`src/rtl/quad_enc_pkg.sv`:
```
// Shared types and helpers for the quadrature encoder capture block:
// step classification, Gray-code decode and counter width helpers.
package quad_enc_pkg;

  typedef enum logic [1:0] {
    STEP_NONE,
    STEP_FWD,
    STEP_REV,
    STEP_ILLEGAL
  } step_t;

  // Sized for the largest supported FILTER_DEPTH (255).
  localparam int FILT_CNT_W = $clog2(256);
  localparam int ARM_CNT_W  = $clog2(256 + 3);

  function automatic int presc_width(input int div);
    return (div > 1) ? $clog2(div) : 1;
  endfunction

  // Forward Gray order on {A,B}: 00 -> 01 -> 11 -> 10 -> 00.
  function automatic step_t decode_step(input logic [1:0] prev, input logic [1:0] cur);
    step_t s;
    s = STEP_NONE;
    if (prev == cur) begin
      s = STEP_NONE;
    end else if ((prev ^ cur) == 2'b11) begin
      s = STEP_ILLEGAL;
    end else begin
      case (prev)
        2'b00:   s = (cur == 2'b01) ? STEP_FWD : STEP_REV;
        2'b01:   s = (cur == 2'b11) ? STEP_FWD : STEP_REV;
        2'b11:   s = (cur == 2'b10) ? STEP_FWD : STEP_REV;
        default: s = (cur == 2'b00) ? STEP_FWD : STEP_REV;
      endcase
    end
    return s;
  endfunction

endpackage

```
`src/rtl/enc_input_filter.sv`:
```
// Two-flop synchroniser followed by an inertial filter: the output follows
// the input only after FILTER_DEPTH consecutive differing samples.
module enc_input_filter
  import quad_enc_pkg::*;
#(
  parameter int FILTER_DEPTH = 8
) (
  input  logic clk,
  input  logic synch_reset,
  input  logic raw,
  output logic filtered
);

  logic                  sync1;
  logic                  sync2;
  logic [FILT_CNT_W-1:0] cnt;

  always_ff @(posedge clk) begin
    if (synch_reset) begin
      sync1    <= 1'b0;
      sync2    <= 1'b0;
      cnt      <= '0;
      filtered <= 1'b0;
    end else begin
      sync1 <= raw;
      sync2 <= sync1;
      if (sync2 == filtered) begin
        cnt <= '0;
      end else if (cnt == FILT_CNT_W'(FILTER_DEPTH - 1)) begin
        filtered <= sync2;
        cnt      <= '0;
      end else begin
        cnt <= cnt + 1'b1;
      end
    end
  end

endmodule

```
`src/rtl/quad_encoder_capture.sv`:
```
// Multi-channel quadrature encoder front end: filtered inputs, wrapping
// position, microsecond step timestamps/periods and beam-edge capture.
module quad_encoder_capture
  import quad_enc_pkg::*;
#(
  parameter int CHANNELS     = 2,
  parameter int FILTER_DEPTH = 8,
  parameter int POS_WIDTH    = 16,
  parameter int TS_WIDTH     = 32,
  parameter int TICK_DIV     = 50,
  parameter int ZERO_ON_BEAM = 1
) (
  input  logic                          clk,
  input  logic                          synch_reset,
  input  logic [CHANNELS-1:0]           enc_a,
  input  logic [CHANNELS-1:0]           enc_b,
  input  logic [CHANNELS-1:0]           beam,
  input  logic [CHANNELS-1:0]           clear,
  input  logic [CHANNELS-1:0]           irq_ack,
  output logic [CHANNELS*POS_WIDTH-1:0] position,
  output logic [CHANNELS*TS_WIDTH-1:0]  step_ts,
  output logic [CHANNELS*TS_WIDTH-1:0]  period,
  output logic [CHANNELS*TS_WIDTH-1:0]  beam_ts,
  output logic [CHANNELS*POS_WIDTH-1:0] beam_pos,
  output logic [CHANNELS-1:0]           dir,
  output logic [CHANNELS-1:0]           err,
  output logic [CHANNELS-1:0]           irq,
  output logic [TS_WIDTH-1:0]           us_count
);

  localparam int PRESC_W = presc_width(TICK_DIV);

  logic [PRESC_W-1:0]   presc;
  logic [ARM_CNT_W-1:0] arm_cnt;
  logic                 armed;
  logic [CHANNELS-1:0]  a_f;
  logic [CHANNELS-1:0]  b_f;
  logic [CHANNELS-1:0]  beam_f;

  always_ff @(posedge clk) begin
    if (synch_reset) begin
      presc    <= '0;
      us_count <= '0;
    end else if (presc == PRESC_W'(TICK_DIV - 1)) begin
      presc    <= '0;
      us_count <= us_count + 1'b1;
    end else begin
      presc <= presc + 1'b1;
    end
  end

  // Hold off decoding until the filters have had time to settle after reset.
  always_ff @(posedge clk) begin
    if (synch_reset) begin
      arm_cnt <= '0;
      armed   <= 1'b0;
    end else if (!armed) begin
      arm_cnt <= arm_cnt + 1'b1;
      armed   <= (arm_cnt == ARM_CNT_W'(FILTER_DEPTH + 2));
    end
  end

  for (genvar i = 0; i < CHANNELS; i++) begin : g_ch
    logic [1:0]           prev_ab;
    logic                 beam_prev;
    logic                 have_step;
    logic [1:0]           cur_ab;
    step_t                step;
    logic                 step_ok;
    logic                 step_fwd;
    logic                 beam_rise;
    logic [POS_WIDTH-1:0] delta;
    logic [POS_WIDTH-1:0] pos_base;
    logic [POS_WIDTH-1:0] pos_q;
    logic [POS_WIDTH-1:0] beam_pos_q;
    logic [TS_WIDTH-1:0]  step_ts_q;
    logic [TS_WIDTH-1:0]  period_q;
    logic [TS_WIDTH-1:0]  beam_ts_q;
    logic                 dir_q;
    logic                 err_q;
    logic                 irq_q;

    enc_input_filter #(.FILTER_DEPTH(FILTER_DEPTH)) u_filt_a (
      .clk(clk), .synch_reset(synch_reset), .raw(enc_a[i]), .filtered(a_f[i]));
    enc_input_filter #(.FILTER_DEPTH(FILTER_DEPTH)) u_filt_b (
      .clk(clk), .synch_reset(synch_reset), .raw(enc_b[i]), .filtered(b_f[i]));
    enc_input_filter #(.FILTER_DEPTH(FILTER_DEPTH)) u_filt_beam (
      .clk(clk), .synch_reset(synch_reset), .raw(beam[i]), .filtered(beam_f[i]));

    assign cur_ab    = {a_f[i], b_f[i]};
    assign step      = decode_step(prev_ab, cur_ab);
    assign step_fwd  = (step == STEP_FWD);
    assign step_ok   = (step == STEP_FWD) || (step == STEP_REV);
    assign beam_rise = beam_f[i] & ~beam_prev;
    assign delta     = step_fwd ? POS_WIDTH'(1) : ((step == STEP_REV) ? '1 : '0);
    assign pos_base  = ((ZERO_ON_BEAM != 0) && beam_rise) ? '0 : pos_q;

    always_ff @(posedge clk) begin
      if (synch_reset) begin
        prev_ab    <= '0;
        beam_prev  <= 1'b0;
        have_step  <= 1'b0;
        pos_q      <= '0;
        beam_pos_q <= '0;
        step_ts_q  <= '0;
        period_q   <= '0;
        beam_ts_q  <= '0;
        dir_q      <= 1'b0;
        err_q      <= 1'b0;
        irq_q      <= 1'b0;
      end else begin
        prev_ab   <= cur_ab;
        beam_prev <= beam_f[i];
        if (armed) begin
          if (beam_rise) begin
            beam_pos_q <= pos_q;
            beam_ts_q  <= us_count;
          end
          if ((step == STEP_ILLEGAL) || beam_rise) begin
            irq_q <= 1'b1;
          end else if (irq_ack[i]) begin
            irq_q <= 1'b0;
          end
          if (clear[i]) begin
            pos_q     <= '0;
            period_q  <= '0;
            err_q     <= 1'b0;
            have_step <= 1'b0;
          end else begin
            if (step == STEP_ILLEGAL) err_q <= 1'b1;
            pos_q <= pos_base + delta;
            if (step_ok) begin
              step_ts_q <= us_count;
              // A direction change restarts period measurement.
              period_q  <= (have_step && (step_fwd == dir_q)) ? (us_count - step_ts_q) : '0;
              dir_q     <= step_fwd;
              have_step <= 1'b1;
            end
          end
        end
      end
    end

    assign position[i*POS_WIDTH +: POS_WIDTH] = pos_q;
    assign beam_pos[i*POS_WIDTH +: POS_WIDTH] = beam_pos_q;
    assign step_ts[i*TS_WIDTH +: TS_WIDTH]    = step_ts_q;
    assign period[i*TS_WIDTH +: TS_WIDTH]     = period_q;
    assign beam_ts[i*TS_WIDTH +: TS_WIDTH]    = beam_ts_q;
    assign dir[i] = dir_q;
    assign err[i] = err_q;
    assign irq[i] = irq_q;
  end

endmodule
```
`config.mk`:
```
export PLATFORM = sky130hd
export DESIGN_NAME = quad_encoder_capture
export DESIGN_NICKNAME = d
export VERILOG_FILES = /design/src/rtl/quad_enc_pkg.sv /design/src/rtl/enc_input_filter.sv /design/src/rtl/quad_encoder_capture.sv
export SDC_FILE = /design/constraint.sdc
export NUM_CORES = 1
export LEC_CHECK = 0
export CAP_MARGIN = 20
export CORE_ASPECT_RATIO = 0.7
export CORE_MARGIN = 1
export CORE_UTILIZATION = 43
export CTS_BUF_LIST = sky130_fd_sc_hd__clkbuf_16
export CTS_CLUSTER_SIZE = 30
export DETAILED_ROUTE_END_ITERATION = 10
export PLACE_DENSITY = 0.69
export SLEW_MARGIN = 20
export SYNTH_ARGS = -nofsm -noshare
export SYNTH_HDL_FRONTEND = slang
export SYNTH_SLANG_ARGS = --single-unit
```
`constraint.sdc`:
```
create_clock -name clk -period 3.3 [get_ports clk]
set_input_delay 0.33 -clock clk [delete_from_list [all_inputs] [get_ports clk]]
set_output_delay 0.33 -clock clk [all_outputs]
set_load 0.01 [all_outputs]
```
==> results of run 1 <==
placed cells by master (no fill, tap or decap), drive strengths merged, types with 12 or more instances in the layout:
cell and n:
clkinv 17, clkdlybuf4s50 304, nand4 15, o21ai 92, nor2 183, nand2 436, or3 20, o21a 12
ha 109, and2 32, inv 117, nand3 65, and3 27, xor2 90, a21o 27, dfxtp 384
a21oi 259, a22oi 34, buf 103, a22o 12, nor3 24, a211oi 12, clkbuf 42, xnor2 61
nor2b 37, nand2b 25
per-layer routing:
metal	track usage [%]	up-vias	wire length, µm
met5	0	-	0
met4	6.49	0	1330
met3	4.65	77	4060
met2	38.4	574	25100
met1	38.3	8238	29100
li1	-	8546	-
registers in the layout (all words and copies together), names as in the netlist, 4 cells and up:
signal,count
g_ch.step_ts_q,64
g_ch.beam_ts_q,64
g_ch.beam_pos_q,32
g_ch.pos_q,32
arm_cnt,9
g_ch.prev_ab,4
g_ch.u_filt_beam.cnt,16
presc,6
us_count,32
g_ch.period_q,64
g_ch.u_filt_b.cnt,16
g_ch.u_filt_a.cnt,16
final cells by class:
type,count,share of cell area (%)
clock buffer,42,4.29
clock inverter,26,1.04
inverter,114,1.75
multi-input combinational,1702,42.8
sequential,384,31.4
tap,585,2.99
timing repair buffer,407,15.7
cell families (layout without fill, tap and decap cells):
logic type / Yosys count / after routing / share of synthesized area [%]
buffers and inverters: 247 / 589 / 5.08
muxes: 10 / 10 / 0.532
adders and majority gates: 113 / 113 / 7.67
DFF: 384 / 384 / 40.8
xor gates and xnor gates: 151 / 151 / 7.02
AOI/OAI and AO/OA: 528 / 528 / 17.2
and+or+nand+nor: 900 / 900 / 21.6
cell usage after synthesis, types with 7 or more instances:
master	instances	share of area [%]
and3_1	27	0.90
ha_1	109	7.2
nand2b_1	25	0.83
o21ai_0	81	2.2
dfxtp_1	384	41
nand3_1	63	1.7
nand4_1	15	0.50
clkbuf_1	115	2.3
or4_1	8	0.32
o21ai_1	10	0.27
a22oi_1	34	1.4
o21bai_1	8	0.32
nand2_1	436	8.7
buf_1	7	0.14
a21oi_1	257	6.8
inv_1	113	2.3
or3_1	20	0.66
xor2_1	90	4.2
a21o_1	27	1.1
a22o_1	12	0.56
xnor2_1	61	2.8
or2_2	9	0.30
a31oi_1	7	0.23
mux2i_1	10	0.53
and2_1	32	1.1
nor2b_1	37	1.2
nor2_1	183	3.6
nor3_1	21	0.56
a211oi_1	12	0.48
o21a_1	12	0.48
worst paths after layout:
path                             startpoint                      end  slack, ps  depth (start not counted)
setup / recovery  g_ch[0].u_filt_a.filtered        g_ch[0].pos_q[14]        -50                         18
hold / removal                  synch_reset      g_ch[0].period_q[5]        220                          2
hold reg to reg     g_ch[1].u_filt_b.cnt[0]  g_ch[1].u_filt_b.cnt[0]        440                          1
setup reg to reg  g_ch[0].u_filt_a.filtered        g_ch[0].pos_q[14]        -50                         18
timing repair:
action,4_1_cts,5_1_grt
hold buffers,0,0
resized for setup,17,32
buffers inserted,2,9
endpoints found under the setup margin,7,13
pin swaps,8,22
power by group:
part	total, mW	internal [mW]	switching (mW)
Combinational	0.139	0.0416	0.0972
Clock	4.58	2.68	1.90
Sequential	4.66	4.65	0.0127
metrics by stage:
stage	utilization [%]	cells	cell area, µm²	TNS (ps)
finish	57.3	3260	24500	-74.1
global route	57.3	3260	24500	-613
CTS	56.7	3251	24200	0
detailed placement	53.5	3181	22800	-1150
global placement	53.5	3181	22800	-197
floorplan	-	2333	18800	-70.9
==> summary.md, run 1 <==
| Metric | Value |
|---|---|
| Max Clock Skew | 19.8 ps |
| Pin count of the biggest net entering global routing | 95 |
| Power Total | between 9 and 10 mW |
| Min-delay worst type | in2reg |
| Startpoint Class | register |
| Final Hold Vio Count | 0 |
| CP endpoint kind | register |
| Vias in the first global route | between 15000 and 20000 |
| Core Area | 42700 µm² |
| Die height | 177 µm |
| Final RePlAce weighted congestion | 0.935 |
| Register area share after synthesis | around 40% |
| Fmax | 299 MHz |
| ANT nets after route | 0 |
| Critical Path RT | around 3700 ps |
| PortBufs | about 300 |
| Fill cells | 3858 |
| Post-DP HPWL | 43800 µm |
| Ys flop type | dfxtp_1 |
| Slew margin rel. | 32.4% |
| Minimum clock period | between 3000 and 4000 ps |
| PwrDens | 383 nW/µm² |
| Crit-path leading delay family | compound AO/OA/AOI/OAI gates |
| Clock Pin Slew Worst Setup and Hold Paths | 60 ps |
| Max stage delay on crit path | 390 ps |
| Vias per cell | ~5.3 |
| I/O pins | 306 |
| Net Count, Synth | 2458 |
| Residual DRC | 0 |
| Starting Density | 44.1% |
| RSZ-0062 raised after global routing | true |
| WL final | roughly 60000 µm |
| Number of max-cap violations | 0 |
| Root Driver | clkbuf_16 |
| GRT Overall Usage | 25.9% |
| First-pass GRT wire length | just over 90000 µm |
| Async SR Flop Fraction | 0% |
| Cell Rows | 63 |
| Worst hold slack | between 200 and 250 ps |
| Final net count | 2774 |
| Synthesized area per cell | roughly 8.1 µm² |
| Clk sinks | 384 |
| Max Buffers Root-to-Sink | 3 |
| Yosys Warn Count | 0 |
| Area Overhead vs Synth | 30.0% |
| Post-synthesis cell area | 18800 µm² |
| Pre-CTS setup slack | -287 ps |
| First DRT Iteration DRCs | 1387 |
| Status | complete, but fails checks |
| Total global routing overflow | 0 |
| Number of H-tree levels | 2 |
| Max VDD drop | 0.364 mV |
| Layout cells sized above 1 | 8.86% |
| Clock Latency Late Sink | 550 ps |
| DIE AREA | 44600 µm² |
| Seq. cell area | 7700 µm² |
| Total number of vias | 17435 |
| Crit Path Class | reg2reg |
| FF+latch count, synth | 384 |
| Die W | 252 µm |
| Wire per inst | 18.3 µm |
| Cell count after synthesis | around 2300 |
| Crit-path max FO | 8 |
| CTS tree | done |
| Post-synth EDFFs | 0 |
| Lkg Pwr | 9.34 nW |
| Diode count | 0 |
| Tightest Pin Transition | 1010 ps |
| Initial antenna violation count | 0 |
| Crit-path cells | nand2b_4 > nand3_1 > o21a_1 > ha_4 > inv_2 > ha_4 > inv_2 > fa_2 > nor2b_2 > o21a_1 > o21ai_2 > a211oi_2 > o41a_1 > o21ai_2 > buf_4 > a21oi_4 > xor2_1 > a22o_1 |
| CP max-delay cell | dfxtp_4 |
| Failing checks | setup timing |
| Setup ws final | -47.6 ps |
| Synth unique cells | 82 |
| Crit path arrival time | 3790 ps |
| Area of the multi-input gates | 10500 µm² |
| Num CTS Buffers | 40 |
| Period utilisation layout | 101% |
| Slew Viols, Final | 0 |
| Setup Viol. Count Final | 2 |
| TritonRoute pass-1 iters | 5 |
| CP bufs+invs | 3 |
Power figures use the tool's default switching activity.
==> inputs of run 2 (changes only) <==
--- a/config.mk
+++ b/config.mk
@@ -13,6 +13,7 @@
 export CTS_CLUSTER_SIZE = 30
 export DETAILED_ROUTE_END_ITERATION = 10
 export PLACE_DENSITY = 0.69
+export REMOVE_ABC_BUFFERS = 1
 export SLEW_MARGIN = 20
 export SYNTH_ARGS = -nofsm -noshare
 export SYNTH_HDL_FRONTEND = slang
==> run 2 against run 1 <==
  * The flow now finishes without violations
  * Critical path depth fell by 4
  * Clock skew up 1.8 ps
  * Final area increased by 0.11%
  * Register-to-register slack better by 60 ps
  * Fmax increased by 1.7%
  * Via count down 0.15%
  * Hold slack gained 4.5 ps
  * Highest routed layer unchanged
==> summary.md, run 2 (same netlist as run 1, synthesis figures left out) <==
| Metric | Value |
|---|---|
| Clk sinks | 384 |
| First DRT Iteration DRCs | 1164 |
| Cell Rows | 63 |
| Lkg Pwr | roughly 9.3 nW |
| Die W | 252 µm |
| Worst Setup SP | g_ch[0].u_filt_a.filtered |
| Min-Delay Startpoint | synch_reset |
| Die height | 177 µm |
| Max Buffers Root-to-Sink | 3 |
| R2R Path End | g_ch[0].pos_q[12] |
| PortBufs | approximately 300 |
| Crit-path max FO | 8 |
| CP bufs+invs | 3 |
| CP endpoint kind | register |
| Number of max-cap violations | 0 |
| Reg2reg start | g_ch[0].u_filt_a.filtered |
| Levels on crit path | 14 |
| WL final | 58300 µm |
| Slew margin rel. | about 30% |
| Crit Path Class | reg2reg |
| Min-delay worst type | in2reg |
| Vias in the first global route | around 16000 |
| Power Total | around 9.5 mW |
| Status | completed |
| Root Driver | clkbuf_16 |
| Starting Density | between 40% and 50% |
| Final net count | 2769 |
| Crit path arrival time | 3730 ps |
| PwrDens | 387 nW/µm² |
| Most frequent CP cell | buf_4 |
| Clock Pin Slew Worst Setup and Hold Paths | 60 ps |
| Crit-path cells | buf_6 > mux2i_1 > o21a_1 > ha_4 > buf_4 > buf_4 > ha_1 > a21oi_1 > o21bai_1 > o41a_1 > o21ai_2 > nand2b_1 > or2_0 > a32o_1 |
| CP max-delay cell | o41a_1 |
| Period utilisation layout | 99.7% |
| I/O pins | 306 |
| Total number of vias | 17408 |
| Final RePlAce weighted congestion | about 0.96 |
| Tightest Pin Transition | 1050 ps |
| Vias per cell | about 5.3 |
| Diode count | 0 |
| Clock Latency Late Sink | 550 ps |
| Critical Path RT | about 3700 ps |
| Max VDD drop | 0.345 mV |
| Post-DP HPWL | ~43000 µm |
| Slew Viols, Final | 0 |
| Reg2reg path depth | 14 |
| Pin count of the biggest net entering global routing | 112 |
| Leading cell type in the layout, fill and taps excluded | nand2_1 |
| Residual DRC | 0 |
| Max Clock Skew | between 20 and 25 ps |
| Commonest cells after routing, fill and taps aside | nand2_1, dfxtp_1, clkdlybuf4s50_1 |
| Number of H-tree levels | 2 |
| Crit-path leading delay family | compound AO/OA/AOI/OAI gates |
| Fill cells | about 4000 |
| RSZ-0062 raised after global routing | true |
| First-pass GRT wire length | about 89000 µm |
| Final Hold Vio Count | 0 |
| GRT Overall Usage | between 20% and 30% |
| CTS tree | done |
| Metal-1 WL | 28100 µm |
| Largest registers | g_ch.beam_ts_q (64), g_ch.period_q (64), g_ch.step_ts_q (64) |
| R2R Setup Slk | 8 ps |
| TritonRoute pass-1 iters | 5 |
| Layout cells sized above 1 | a little under a tenth |
| Startpoint Class | register |
| Area of the multi-input gates | 10500 µm² |
| Fmax | 304 MHz |
| Seq. cell area | just under 8000 µm² |
| Area Overhead vs Synth | 30.1% |
| Core Area | 42700 µm² |
| Pre-CTS setup slack | -301 ps |
| Max stage delay on crit path | 450 ps |
| Minimum clock period | 3290 ps |
| ANT nets after route | 0 |
| DR top layer | met4 |
| Setup ws final | roughly 8.3 ps |
| Num CTS Buffers | 40 |
| Setup Viol. Count Final | 0 |
| DIE AREA | ~45000 µm² |
| Routed met3 length | 3840 µm |
| Wire per inst | approximately 18 µm |
| Total global routing overflow | 0 |
| Worst Setup EP | g_ch[0].pos_q[12] |
| Initial antenna violation count | 0 |
| Met2 WL | 24700 µm |
[run 2: changes by cell type in the layout (fill, tap and decap cells not counted), moves of 3 or more]
cell | before | now
a21oi_2 | 4 | 7
buf_4 | 100 | 90
buf_6 | 0 | 4
clkinv_1 | 9 | 4
clkinv_4 | 0 | 3
inv_6 | 0 | 3
[run 2: where the power goes]
part           switching [mW]  total, mW  internal (mW)
clock                    1.95       4.69           2.75
combinational          0.0972      0.139         0.0418
sequential             0.0124       4.66           4.65
total                    2.06       9.49           7.44
[run 2: repair_timing]
action                                  4_1_cts  5_1_grt
pin swaps                                    10       26
resized for setup                            19       37
endpoints found under the setup margin       10       14
setup buffers                                 4        9
hold buffers                                  0        0
[run 2: worst reg2reg max path, delay by kind of cell (launching register included)]
family | cells | cell delay [ps]
AOI/OAI and AO/OA | 6 | 1390
adders and majority gates | 2 | 600
buffers and inverters | 3 | 430
DFF | 1 | 360
and+or+nand+nor | 2 | 320
muxes | 1 | 110
[run 2: routing by layer]
metal  track usage [%]  vias up
li1                  -     8520
met1              36.2     8294
met2              37.4      503
met3              4.79       91
met4              8.26        0
met5                 0        -
[run 2: how the worst min path moves through the flow]
| stage | to | depth (start not counted) |
|---|---|---|
| floorplan | arm_cnt[5] | 1 |
| finish | g_ch[1].beam_prev | 2 |
| global placement | g_ch[0].u_filt_beam.sync2 | 1 |
| CTS | g_ch[1].period_q[7] | 2 |
| detailed placement | g_ch[1].u_filt_beam.sync2 | 1 |
| global route | g_ch[1].beam_prev | 2 |
[run 2: cell type report]
cell class	count	share of cell area, %
inverters	114	1.75
multi-input cells	1702	42.7
clock inverters	32	1.33
clock buffers	41	4.19
flip-flops and latches	384	31.4
well taps	585	2.99
repair buffers	402	15.7
[run 2: stage by stage]
step	cells	setup TNS, ps	utilization [%]	hold WS, ps	cell area, µm²
4_1_cts	3251	-47.2	56.7	248	24200
3_3_place_gp	3174	-562	53.4	422	22800
6_report	3260	0	57.3	227	24500
5_1_grt	3260	-287	57.3	256	24500
2_1_floorplan	2200	-584	-	399	18300
3_5_place_dp	3174	-1440	53.4	427	22800
==> inputs of run 3 (changes only) <==
--- a/config.mk
+++ b/config.mk
@@ -12,6 +12,7 @@
 export CTS_BUF_LIST = sky130_fd_sc_hd__clkbuf_16
 export CTS_CLUSTER_SIZE = 30
 export DETAILED_ROUTE_END_ITERATION = 10
+export GPL_TIMING_DRIVEN = 0
 export PLACE_DENSITY = 0.69
 export REMOVE_ABC_BUFFERS = 1
 export SLEW_MARGIN = 20
==> run 3 against run 2 <==
  * The run now ends with setup timing left
  * Clock power down 4.9%
  * Power down 2.5%
  * Setup slack worse by 97 ps
  * Die area unchanged
  * Wire length down 3.3%
  * Sequential share of layout area up 0.62 points
  * Via count down 2.1%
  * Final area down 1.7%
  * Register-to-register slack worse by 97 ps
  * Fmax down 2.9%
  * Highest routed layer unchanged
==> summary.md, run 3 (same netlist as run 1, synthesis figures left out) <==
| Metric | Value |
|---|---|
| I/O pins | 306 |
| Hold-fix buffers, CTS | 0 |
| Routing usage on met2 | 38.3% |
| ANT nets after route | 0 |
| Tightest Pin Transition | 774 ps |
| Startpoint Class | register |
| Num CTS Buffers | 41 |
| Fin util | 56.4% |
| PwrDens | 384 nW/µm² |
| Psw | 2.00 mW |
| Crit-path max FO | 8 |
| Die W | 252 µm |
| Pin count of the biggest net entering global routing | between 100 and 150 |
| Wire per inst | 17.6 µm |
| Status | complete, but fails checks |
| DIE AREA | 44600 µm² |
| Reg power frac | 50.3% |
| Setup Viol. Count Final | 4 |
| Period utilisation layout | 103% |
| Clock share of power | 48.2% |
| Final Hold Vio Count | 0 |
| Layout cells sized above 1 | around 7.6% |
| Largest registers | g_ch.beam_ts_q (64), g_ch.period_q (64), g_ch.step_ts_q (64) |
| Max Clock Skew | 14.2 ps |
| Lkg Pwr | around 9.0 nW |
| Die height | 177 µm |
| Sum Neg Setup Slack | -145 ps |
| Min-Delay Startpoint | synch_reset |
| Crit path arrival time | 3810 ps |
| Comb pwr share | 1.4% |
| Max Buffers Root-to-Sink | 3 |
| Starting Density | 44.1% |
| Cell Rows | 63 |
| Clock Latency Late Sink | 540 ps |
| Post-DP HPWL | about 40000 µm |
| M1 GR Usage | 34.6% |
| Crit Path Class | reg2reg |
| Vias per cell | 5.33 |
| CP max-delay cell | fa_2 |
| Vias in the first global route | 16221 |
| Diode count | 0 |
| Commonest cells after routing, fill and taps aside | nand2_1, dfxtp_1, clkdlybuf4s50_1 |
| Max stage delay on crit path | approximately 430 ps |
| Area Overhead vs Synth | 27.9% |
| Post-route design area | ~24000 µm² |
| Max VDD drop | 0.299 mV |
| Placed Area | 22300 µm² |
| CP bufs+invs | 2 |
| Pre-CTS setup slack | -883 ps |
| GRT Overall Usage | 24.6% |
| CP endpoint kind | register |
| Fmax | 295 MHz |
| Final net count | 2711 |
| Initial antenna violation count | 0 |
| First DRT Iteration DRCs | 1129 |
| Total global routing overflow | 0 |
| Worst Setup SP | g_ch[0].u_filt_a.filtered |
| TritonRoute pass-1 iters | 5 |
| Final RePlAce weighted congestion | 0.913 |
| GR Util met3 | 4.28% |
| Global route hottest layer | met2 |
| First-pass GRT wire length | 88300 µm |
| Leading cell type in the layout, fill and taps excluded | nand2_1 |
| Residual DRC | 0 |
| Clk sinks | between 300 and 400 |
| Reg2reg start | g_ch[0].u_filt_a.filtered |
| WL final | around 56000 µm |
| Failing checks | setup timing |
| Root Driver | clkbuf_16 |
| Switching Share | 21.6% |
| Number of H-tree levels | 2 |
| Min-delay worst type | in2reg |
| Core Area | approximately 43000 µm² |
| Slew margin rel. | 48.4% |
| Fill cells | 3882 |
| PortBufs | slightly above 300 |
| Critical Path RT | 3720 ps |
| Crit-path leading delay family | compound AO/OA/AOI/OAI gates |
| Clock Pin Slew Worst Setup and Hold Paths | 60 ps |
| Slew Viols, Final | 0 |
| RSZ-0062 raised after global routing | true |
| CTS tree | done |
| Seq. cell area | 7720 µm² |
| Setup ws final | -88.8 ps |
| Crit-path cells | mux2i_1 > o21a_1 > ha_4 > clkinvlp_4 > fa_2 > nor2b_2 > o21a_1 > o21ai_2 > a211oi_2 > o41a_1 > o21ai_2 > nand2b_1 > buf_4 > nand2_2 > a32o_1 |
| Internal power | 7.26 mW |
| Area of the multi-input gates | 10500 µm² |
| Minimum clock period | ~3400 ps |
| Number of max-cap violations | 0 |
| Total number of vias | about 17000 |
## run 3: metrics by stage
step	hold WS, ps	total power [mW]	std cells
after CTS	220	9.36	3184
after floorplan	399	4.80	2200
final	229	9.25	3198
after global routing	254	9.55	3198
after global placement	422	4.89	3090
after detailed placement	430	4.90	3100
## run 3: metal layers
metal  part of all wire (%)  vias up  wire (µm)
met5                      0        -          0
met4                    2.8        0       1560
met3                    6.1       88       3420
met2                     43      463      24400
met1                     48     8109      27000
li1                       -     8387          -
## run 3: cell type report
class,instances,share of cell area [%]
tap,585,3.04
clock buffer,43,4.47
sequential,384,32.0
clock inverter,27,0.800
inverter,114,1.82
timing repair buffer,343,14.3
multi-input combinational,1702,43.5
## run 3: power by group through the flow
stage,registers [mW],clock network [mW],logic (mW)
finish,4.66,4.46,0.134
global route,4.66,4.74,0.147
CTS,4.66,4.57,0.134
detailed placement,4.76,0,0.134
global placement,4.76,0,0.127
floorplan,4.76,0,0.0399
## run 3: path summary, 6_finish.rpt
check / to / slack (ps) / depth (start not counted)
worst max register to register: g_ch[0].pos_q[12] / -90 / 15
worst min register to register: g_ch[1].u_filt_a.cnt[0] / 440 / 1
worst min-delay path: g_ch[1].pos_q[8] / 230 / 2
worst max-delay path: g_ch[0].pos_q[12] / -90 / 15
## run 3: repair_timing
item,in CTS,in global routing
gates cloned,0,0
setup endpoints to repair,66,15
pin swaps,18,20
buffers inserted,14,14
gates resized for setup,47,37
